===== src/rtl/dac_frame_builder_pkg.sv =====
// ============================================================================
// Module  : dac_pkg
// Brief   : Shared constants, state encoding and frame helpers for the DAC
//           frame builder.
// Revision: 1.0
// ============================================================================
`default_nettype none

package dac_pkg;

    localparam logic [3:0]  DAC_CMD_WR_UPD = 4'b0011;
    localparam logic [31:0] DAC_INIT_FRAME = 32'h090C0000;

    localparam int c_frame_cmd_lsb  = 24;
    localparam int c_frame_ch_lsb   = 20;
    localparam int c_frame_code_lsb = 4;

    typedef enum logic [1:0] {
        INIT = 2'd0,
        IDLE = 2'd1,
        SEND = 2'd2
    } dac_state_t;

    function automatic logic [31:0] dac_frame(input logic [3:0] ch, input logic [15:0] code);
        logic [31:0] f;
        f = '0;
        f[c_frame_cmd_lsb +: 4]   = DAC_CMD_WR_UPD;
        f[c_frame_ch_lsb +: 4]    = ch;
        f[c_frame_code_lsb +: 16] = code;
        return f;
    endfunction

    // Move cur toward tgt by at most step, never overshooting.
    function automatic logic [15:0] dac_ramp_code(input logic [15:0] cur,
                                                  input logic [15:0] tgt,
                                                  input logic [15:0] step);
        logic [15:0] d;
        if (tgt >= cur) begin
            d = tgt - cur;
            return cur + ((d < step) ? d : step);
        end else begin
            d = cur - tgt;
            return cur - ((d < step) ? d : step);
        end
    endfunction

endpackage

`default_nettype wire


===== src/rtl/dac_frame_builder_rr_pick.sv =====
// ============================================================================
// Module  : dac_rr_pick
// Brief   : Combinational round-robin picker; searches from last_sent+1 and
//           wraps to channel 0.
// Revision: 1.0
// ============================================================================
`default_nettype none

module dac_rr_pick #(
    parameter int NUM_CH = 8
) (
    input  logic [NUM_CH-1:0] dirty,
    input  logic [3:0]        last_sent,
    output logic [3:0]        sel,
    output logic              any
);

    always_comb begin
        sel = last_sent;
        any = |dirty;
        // Walk offsets from farthest to nearest so the closest dirty channel wins.
        for (int i = NUM_CH; i >= 1; i--) begin
            for (int j = 0; j < NUM_CH; j++) begin
                if ((j == ((int'(last_sent) + i) % NUM_CH)) && dirty[j]) begin
                    sel = 4'(j);
                end
            end
        end
    end

endmodule

`default_nettype wire


===== src/rtl/dac_frame_builder.sv =====
// ============================================================================
// Module  : dac_frame_builder
// Brief   : Per-channel DAC code register file that emits the reference-setup
//           frame after reset, then one write-and-update frame per changed
//           channel. Optional code ramping is compiled in with DAC_RAMP_EN.
// Revision: 1.0
// ============================================================================
`default_nettype none

module dac_frame_builder
    import dac_pkg::*;
#(
    parameter int          NUM_CH     = 8,
    parameter logic [15:0] RESET_CODE = 16'h699A,
    parameter logic [15:0] RAMP_STEP  = 16'h0040
) (
    input  logic        clk,
    input  logic        reset,
    input  logic        host_we,
    input  logic [3:0]  host_addr,
    input  logic [15:0] host_data,
    output logic [31:0] frame_data,
    output logic        frame_valid,
    input  logic        frame_ready,
    output logic        busy,
    output logic        done
);

    dac_state_t        r_state, w_state_next;
    logic [15:0]       r_target [NUM_CH];
    logic [NUM_CH-1:0] r_dirty;
    logic [3:0]        r_sel, w_sel_next;
    logic              r_rewritten;
    logic [31:0]       r_frame_data, w_frame_data_next;
    logic              r_frame_valid, w_frame_valid_next;
    logic              r_done, w_done_next;

    logic [3:0]        w_pick_sel;
    logic              w_pick_any;
    logic [15:0]       w_pick_target, w_pick_code;
    logic              w_others_clean, w_sent_matches;
    logic              w_we_ok, w_accept, w_hit_sel, w_clear;

    assign w_we_ok   = host_we && ({1'b0, host_addr} < 5'(NUM_CH));
    assign w_accept  = r_frame_valid && frame_ready;
    assign w_hit_sel = w_we_ok && (host_addr == r_sel);

    dac_rr_pick #(.NUM_CH(NUM_CH)) u_pick (
        .dirty     (r_dirty),
        .last_sent (r_sel),
        .sel       (w_pick_sel),
        .any       (w_pick_any)
    );

`ifdef DAC_RAMP_EN
    logic [15:0] r_current [NUM_CH];
    logic [15:0] w_pick_current, w_sel_target;

    always_comb begin
        w_pick_current = '0;
        w_sel_target   = '0;
        for (int i = 0; i < NUM_CH; i++) begin
            if (4'(i) == w_pick_sel) w_pick_current = r_current[i];
            if (4'(i) == r_sel)      w_sel_target   = r_target[i];
        end
    end

    assign w_pick_code    = dac_ramp_code(w_pick_current, w_pick_target, RAMP_STEP);
    assign w_sent_matches = (r_frame_data[c_frame_code_lsb +: 16] == w_sel_target);

    always_ff @(posedge clk or posedge reset) begin
        if (reset) begin
            for (int i = 0; i < NUM_CH; i++) r_current[i] <= '0;
        end else begin
            for (int i = 0; i < NUM_CH; i++) begin
                if ((r_state == SEND) && w_accept && (r_sel == 4'(i)))
                    r_current[i] <= r_frame_data[c_frame_code_lsb +: 16];
            end
        end
    end
`else
    logic w_unused_ramp;
    assign w_unused_ramp  = ^RAMP_STEP;
    assign w_pick_code    = w_pick_target;
    assign w_sent_matches = 1'b1;
`endif

    always_comb begin
        w_pick_target  = '0;
        w_others_clean = 1'b1;
        for (int i = 0; i < NUM_CH; i++) begin
            if (4'(i) == w_pick_sel) w_pick_target = r_target[i];
            if ((4'(i) != r_sel) && r_dirty[i]) w_others_clean = 1'b0;
        end
    end

    // A write that lands after the frame was latched must survive the accept.
    assign w_clear = (r_state == SEND) && w_accept && !r_rewritten && !w_hit_sel && w_sent_matches;

    always_comb begin
        w_state_next       = r_state;
        w_frame_valid_next = r_frame_valid;
        w_frame_data_next  = r_frame_data;
        w_sel_next         = r_sel;
        w_done_next        = 1'b0;
        case (r_state)
            INIT: begin
                w_frame_valid_next = 1'b1;
                if (w_accept) begin
                    w_frame_valid_next = 1'b0;
                    w_state_next       = IDLE;
                end
            end
            IDLE: begin
                if (w_pick_any) begin
                    w_frame_data_next  = dac_frame(w_pick_sel, w_pick_code);
                    w_frame_valid_next = 1'b1;
                    w_sel_next         = w_pick_sel;
                    w_state_next       = SEND;
                end
            end
            SEND: begin
                if (w_accept) begin
                    w_frame_valid_next = 1'b0;
                    w_state_next       = IDLE;
                    w_done_next        = w_clear && w_others_clean && !w_we_ok;
                end
            end
            default: w_state_next = INIT;
        endcase
    end

    always_ff @(posedge clk or posedge reset) begin
        if (reset) begin
            r_state       <= INIT;
            r_frame_valid <= 1'b0;
            r_frame_data  <= DAC_INIT_FRAME;
            r_sel         <= 4'(NUM_CH - 1);
            r_done        <= 1'b0;
        end else begin
            r_state       <= w_state_next;
            r_frame_valid <= w_frame_valid_next;
            r_frame_data  <= w_frame_data_next;
            r_sel         <= w_sel_next;
            r_done        <= w_done_next;
        end
    end

    always_ff @(posedge clk or posedge reset) begin
        if (reset) begin
            for (int i = 0; i < NUM_CH; i++) r_target[i] <= RESET_CODE;
            r_dirty     <= '1;
            r_rewritten <= 1'b0;
        end else begin
            for (int i = 0; i < NUM_CH; i++) begin
                if (w_we_ok && (host_addr == 4'(i))) begin
                    r_target[i] <= host_data;
                    r_dirty[i]  <= 1'b1;
                end else if (w_clear && (r_sel == 4'(i))) begin
                    r_dirty[i]  <= 1'b0;
                end
            end
            case (r_state)
                IDLE:    r_rewritten <= w_we_ok && (host_addr == w_pick_sel);
                SEND:    r_rewritten <= r_rewritten || w_hit_sel;
                default: r_rewritten <= 1'b0;
            endcase
        end
    end

    assign frame_data  = r_frame_data;
    assign frame_valid = r_frame_valid;
    assign done        = r_done;
    assign busy        = (r_state != IDLE) || (|r_dirty);

endmodule

`default_nettype wire


===== config.mk =====
export PLATFORM = sky130hd
export DESIGN_NAME = dac_frame_builder
export DESIGN_NICKNAME = d
export VERILOG_FILES = /design/src/rtl/dac_frame_builder_pkg.sv /design/src/rtl/dac_frame_builder_rr_pick.sv /design/src/rtl/dac_frame_builder.sv
export SDC_FILE = /design/constraint.sdc
export NUM_CORES = 1
export LEC_CHECK = 0
export ABC_AREA = 1
export CAP_MARGIN = 20
export CORE_UTILIZATION = 36
export CTS_BUF_LIST = sky130_fd_sc_hd__clkbuf_4 sky130_fd_sc_hd__clkbuf_8
export DETAILED_ROUTE_END_ITERATION = 8
export SETUP_SLACK_MARGIN = 0.02
export SLEW_MARGIN = 20
export SYNTH_ARGS = -nofsm -noshare
export SYNTH_HDL_FRONTEND = slang
export SYNTH_SLANG_ARGS = --single-unit

===== constraint.sdc =====
create_clock -name clk -period 6.8 [get_ports clk]
set_input_delay 1.02 -clock clk [delete_from_list [all_inputs] [get_ports clk]]
set_output_delay 1.02 -clock clk [all_outputs]
set_load 0.02 [all_outputs]

==> run metrics, run 1 <==
status=complete, no violations; H-tree levels=4; fill count=2562; Distinct cells, synth=36; gate count after technology mapping=roughly 1200; Root Buffer=clkbuf_8; die area=25600 sq um; Synth Register Bits=roughly 170; antenna-violating nets left=0; synth-to-layout area growth=12.0%; adder-cell area share of the yosys netlist=0.0111; Initial DRT Pass Iterations=5; Max Clock Freq=~180 MHz; Max rail drop VDD=~0.00038 V; vias in the first global route=~7600; I/O pin cnt=between 50 and 60; Buffers on Ports=48; Synth Area in XOR/XNOR=0.00195; CTS resizes=0; CP max FO=20; CP Data Required Time=~7.2 ns; share of cells above drive strength 1=0.126; DRC=0; Power Density=around 540 nW/um^2; TritonCTS Buffers=17; total core area=between 20000 and 25000 sq um; Synth Area in Simple Gates=0.286; WL/cell=~16 um; first-pass GRT wire length=about 41000 um; mux cell area share after synthesis=0; footprint of the multi-input gates=slightly below 4000 sq um; main combinational cell family by area after synthesis=simple AND/OR/NAND/NOR gates; Netlist Area Pre-Place=roughly 9000 sq um; GPL Wtd Cong=between 0.9 and 1; Synth Area in Compound Gates=0.125; Total Power=0.00546 W; register area=between 4000 and 5000 sq um; initial core utilization=0.368; RSZ-0062 raised after global routing=false; Vias per Instance=4.97; fin nets=~1300; CP Data Arrival Time=between 5 and 6 ns; number of diodes=0; startpoint types=flop; worst slew pin tran=~0.98 ns; pin count of the biggest net entering global routing=around 110; sequential share of the synthesized area=0.473; site row count=57; WL final=between 20000 and 30000 um; CTS clk-pin slew, worst paths=roughly 0.10 ns; Worst Path Buf+Inv=1; clock sinks=~170; Lkg Pwr=around 4.8 nW; placed cell areas=between 9000 and 10000 sq um; Rel. slew slack=0.345; Die Wd=about 160 um; CP max stage delay=a little over 0.7 ns; Max Slew Vio Count=0; final setup fails=0; worst reg2reg path depth=65; crit end category=flop; initial antenna violation count=0; Hold Path Depth=2; CP Depth=65; hold slack=between 0.4 and 0.5 ns; CTS tree=yes; Setup CP Type=reg2reg; Longest Clk Path Bufs=2; most frequent CP cell=nand2_1; setup TNS=0 ns; post-route cell area=10100 sq um; synthesis warning total=0; Final Hold Vio Count=0; dpl hpwl=roughly 18000 um; grt total ovfl=0; detailed-route via count=about 7800; Slowest-stage cell, CP=nor2_2; setup bufs post-CTS=0; period utilization=0.814; Worst Hold Class=reg2reg; fin crit period=between 5 and 6 ns; Global Route Usage Sum=0.207; Top Family by Delay on Critical Path=simple AND/OR/NAND/NOR gates; 1st-iter DRT viols=roughly 700; Final Skew=about 0.02 ns; Syn Area/Cell=approximately 7.4 sq um; Clock Latency Late Sink=around 0.46 ns; Die H=160 um; CTS Hold Bufs=0; Max-cap violations=0
## power by group
group	switching (W)	leakage, nW	total [W]	internal (W)
Sequential	0.000161	1.94	0.00145	0.00129
Clock	0.000429	0.193	0.000704	0.000275
Combinational	0.00233	2.70	0.00331	0.000982
## synth_stat cells
master       n  share of area
nand2_1    343           0.14
or2_2        2         0.0014
dfstp_2     78           0.23
conb_1       2        0.00084
inv_1      144          0.060
o31ai_1      2         0.0017
clkbuf_1    40          0.017
nor2_2       4         0.0028
nand3_1     61          0.034
a21oi_1     29          0.016
inv_2        7         0.0029
buf_4       16          0.013
o311ai_0     1        0.00097
nor2_1     118          0.049
nand2_4      2         0.0025
o2111ai_1    3         0.0029
a31oi_1      2         0.0014
xnor2_1      1        0.00097
buf_6        3         0.0038
nand2_2      3         0.0021
ha_1         8          0.011
o21ai_0    158          0.088
clkinv_1     1        0.00042
o211ai_1     6         0.0050
a211oi_1     2         0.0017
a41oi_1      2         0.0019
nand3_2      2         0.0022
nor4_1       4         0.0028
a21oi_2      5         0.0049
nor3_1      14         0.0078
nand4_1     45          0.031
nand3_4      1         0.0019
nor2_4       4         0.0050
dfrtp_1     88           0.25
xor2_1       1        0.00097
buf_2        8         0.0045
## cell type report
| type | instances | area share |
|---|---|---|
| clock buffers | 17 | 0.0232 |
| clock inverters | 15 | 0.0157 |
| inverters | 152 | 0.0572 |
| multi-input cells | 833 | 0.383 |
| flip-flops and latches | 166 | 0.422 |
| well taps | 324 | 0.0403 |
| repair buffers | 62 | 0.0582 |
## through the flow
stage,instances,setup slack (ns),utilization
floorplan,1218,1.42,-
global placement,1537,1.32,0.397
detailed placement,1537,1.30,0.397
CTS,1569,1.28,0.413
global route,1569,0.390,0.413
finish,1569,1.27,0.413
## registers in the layout (all words and copies together), names as in the netlist
name         flops
r_dirty          8
done             1
r_rewritten      1
r_state          2
frame_valid      1
r_target       128
frame_data      22
r_sel            3
## routing by layer
layer	wire, um	global-route usage	up-vias	share of wire
li1	-	-	3898	-
met1	12000	0.279	3688	0.47
met5	0	0	-	0
met3	1020	0.0348	28	0.040
met2	12300	0.341	183	0.48
met4	493	0.0636	0	0.019
## cells by family (layout without fill, tap and decap cells)
logic type                 Yosys count  count (layout)
AOI/OAI and AO/OA                  210             210
xor gates and xnor gates             2               2
adders and majority gates            8               8
buffers and inverters              219             246
DFF                                166             166
other                                2              10
and+or+nand+nor                    603             603
## worst reg2reg max path: cells and delay by family (launching register included)
| kind | cells | cell delay (ns) |
|---|---|---|
| flops | 1 | 0.69 |
| buf+inv | 1 | 0.22 |
| fa+ha+maj | 1 | 0.28 |
| simple gates | 62 | 4.17 |
| compound gates | 1 | 0.12 |
## path summary, 6_finish.rpt
path                           startpoint              to  slack, ns
max in group asynchronous           reset    r_target[47]       4.26
setup reg to reg                 r_sel[2]   frame_data[9]       1.27
hold / removal             frame_data[27]  frame_data[27]       0.45
setup / recovery                 r_sel[2]   frame_data[9]       1.27
hold reg to reg            frame_data[27]  frame_data[27]       0.45
min in group asynchronous           reset   r_target[112]       1.14
## cells in the final DEF, fill, tap and decap left out, types with 5 or more instances in the layout
| master | Yosys | routed |
|---|---|---|
| nand3_1 | 61 | 61 |
| a21oi_2 | 5 | 5 |
| dfstp_2 | 78 | 78 |
| a21oi_1 | 29 | 29 |
| clkbuf_8 | 0 | 17 |
| buf_4 | 16 | 14 |
| conb_1 | 2 | 10 |
| clkdlybuf4s50_1 | 0 | 48 |
| o211ai_1 | 6 | 6 |
| dfrtp_1 | 88 | 88 |
| ha_1 | 8 | 8 |
| o21ai_0 | 158 | 158 |
| nor2_2 | 4 | 6 |
| nand2_1 | 343 | 343 |
| inv_2 | 7 | 7 |
| nor2_1 | 118 | 116 |
| nand4_1 | 45 | 45 |
| inv_1 | 144 | 143 |
| nor3_1 | 14 | 14 |
Note: power is estimated with default switching activity, not from simulation.
==> run 2: changes to the inputs <==
==> constraint.sdc (replaced) <==
create_clock -name clk -period 5.6 [get_ports clk]
set_input_delay 0.84 -clock clk [delete_from_list [all_inputs] [get_ports clk]]
set_output_delay 0.84 -clock clk [all_outputs]
set_load 0.02 [all_outputs]
==> run 2 against run 1 <==
Sequential share of layout area down 1.4 points. Routed wire length up 3.4%. Clock skew down 0.0079 ns. Critical path type unchanged. Largest power group unchanged. Critical endpoint is now frame_data[16]. Worst hold slack hardly changed.
==> run metrics, run 2 (synthesis gave the netlist of run 1 again) <==
worst setup path endpoint=frame_data[16]; sequential power share=0.240 (-0.025); Rel. slew slack=0.505 (+0.161); Worst Path Buf+Inv=7 (+6); total core area=24400 sq um (unchanged); worst reg2reg path depth=57 (-12%); pin count of the biggest net entering global routing=125 (+15%); Max Slew Vio Count=0 (unchanged); number of flip-flops in the largest register=128 (unchanged); grt total ovfl=0 (unchanged); Vias per Instance=5.01 (+0.74%); fin nets=1293 (+2.3%); CTS tree=yes; Slowest-stage cell, CP=dfstp_2; TritonCTS Buffers=17 (unchanged); final core utilization=0.427 (+0.0145); I/O pin cnt=59 (unchanged); Sw Pwr=0.00376 W (+29%); Longest Clk Path Bufs=2 (unchanged); leading cell types in the layout, fill and taps excluded=nand2_1, o21ai_0, inv_1; Lkg Pwr=4.99 nW (+3.2%); placed cell areas=9770 sq um (+1.1%); Root Buffer=clkbuf_8; Worst R2R Start=r_sel[2]; worst slew pin tran=0.737 ns (-0.246 ns); H-tree levels=4 (unchanged); CP Depth=57 (-12%); Initial DRT Pass Iterations=5 (unchanged); Max Clock Freq=204 MHz (+13%); Clock Power Share=0.125 (-0.004); Top Family by Delay on Critical Path=simple AND/OR/NAND/NOR gates; Setup CP Type=reg2reg; WL/cell=16.7 um (+1.5%); clock sinks=166 (unchanged); Die H=160 um (unchanged); share of cells above drive strength 1=0.151 (+0.0254); initial antenna violation count=0 (unchanged); antenna-violating nets left=0 (unchanged); vias in the first global route=7668 (+1.1%); WL final=26700 um (+3.4%); post-route insts no fill=1598 (+1.8%); FF-to-FF End=frame_data[16]; status=complete, no violations; switching share of power=0.518 (-0.0167); initial core utilization=0.368 (unchanged); detailed-route via count=8000 (+2.6%); fin crit period=4.90 ns (-0.638 ns); Global Route Usage Sum=0.214 (+0.00699); Clock Latency Late Sink=0.47 ns (about the same); number of diodes=0 (unchanged); CP max FO=7 (-65%); first-pass GRT wire length=42600 um (+2.8%); Buffers on Ports=48 (unchanged); 1st-iter DRT viols=545 (-20%); site row count=57 (unchanged); Final Skew=0.0127 ns (-0.00787 ns); synth-to-layout area growth=15.9%; register with the most flip-flops=r_target; Critical Path Start=r_sel[2]; CP max stage delay=0.58 ns (-0.14 ns); post-route cell area=10400 sq um (+3.5%); Comb pwr share=0.635 (+0.029); internal power=0.00350 W (+38%); Worst Hold Class=reg2reg; CTS clk-pin slew, worst paths=0.10 ns (about the same); dpl hpwl=17900 um (+2.2%); Worst R2R Setup Slack=0.70 ns (-0.56 ns); Placed Cells=1549 (+0.78%); GPL Wtd Cong=0.922 (-3.2%); CP Data Arrival Time=5.30 ns (-0.63 ns); most frequent CP cell=nand2_1; Die Wd=160 um (unchanged); final setup fails=0 (unchanged); die area=25600 sq um (unchanged); crit end category=flop; Max-cap violations=0 (unchanged); CTS Hold Bufs=0 (unchanged); CP Data Required Time=6.01 ns (-1.18 ns); Max rail drop VDD=0.000821 V (+120%); Final Hold Vio Count=0 (unchanged); most common cell after layout, fill and taps aside=nand2_1; Power Density=697 nW/um^2 (+28%); period utilization=0.874 (+0.0604); startpoint types=flop; DRC=0 (unchanged)
==> run 2: cell types whose count changed in the layout (fill, tap and decap cells not counted), moves of 2 or more <==
cell	change
buf_4	+22
o21ai_0	-8
o21ai_1	+8
buf_6	+4
clkinvlp_4	+2
inv_1	-2
inv_4	+2
inv_6	-2
nand2_1	-2
nand2_8	+2
==> run 2: through the flow <==
stage,hold WS [ns],setup TNS (ns),setup WS (ns),total power (W)
after CTS,0.452,0,0.434,0.00689
after global routing,0.484,-0.00958,-0.00316,0.00792
after detailed placement,0.438,0,0.459,0.00595
after floorplan,0.448,0,0.399,0.00470
final,0.448,0,0.704,0.00726
after global placement,0.432,0,0.467,0.00593
==> run 2: worst min-delay path by stage <==
stage / startpoint / to / depth (start not counted)
CTS: frame_data[27] / frame_data[27] / 2
global route: frame_data[27] / frame_data[27] / 2
global placement: frame_data[27] / frame_data[27] / 2
detailed placement: frame_data[27] / frame_data[27] / 2
finish: frame_data[27] / frame_data[27] / 2
floorplan: r_target[0] / r_target[0] / 2
==> run 2: power by group through the flow <==
stage,logic (W),registers (W),clock network [W]
6_report,0.00461,0.00174,0.000907
5_1_grt,0.00516,0.00177,0.000979
4_1_cts,0.00420,0.00175,0.000939
3_5_place_dp,0.00418,0.00177,0
3_3_place_gp,0.00416,0.00176,0
2_1_floorplan,0.00293,0.00178,0
==> run 2: cell type report <==
cell class | count | area, sq um
clock inverters | 15 | 189
well taps | 324 | 405
fillers | 2551 | 14000
repair buffers | 90 | 823
inverters | 152 | 584
flip-flops and latches | 166 | 4250
multi-input cells | 834 | 3930
clock buffers | 17 | 234
==> run 2: routing by layer <==
layer	global-route usage	share of wire
met1	0.299	0.47
met2	0.339	0.46
met3	0.0327	0.045
met4	0.0723	0.025
met5	0	0
==> run 2: worst min-delay path, stage by stage, from the launching register on <==
cell     delay, ns
dfstp_2       0.38
inv_1         0.04
nor2_1        0.04
==> run 2: repair_timing <==
| item | 4_1_cts | 5_1_grt |
|---|---|---|
| resized for setup | 0 | 31 |
| setup endpoints to repair | 0 | 17 |
| buffers inserted | 0 | 15 |
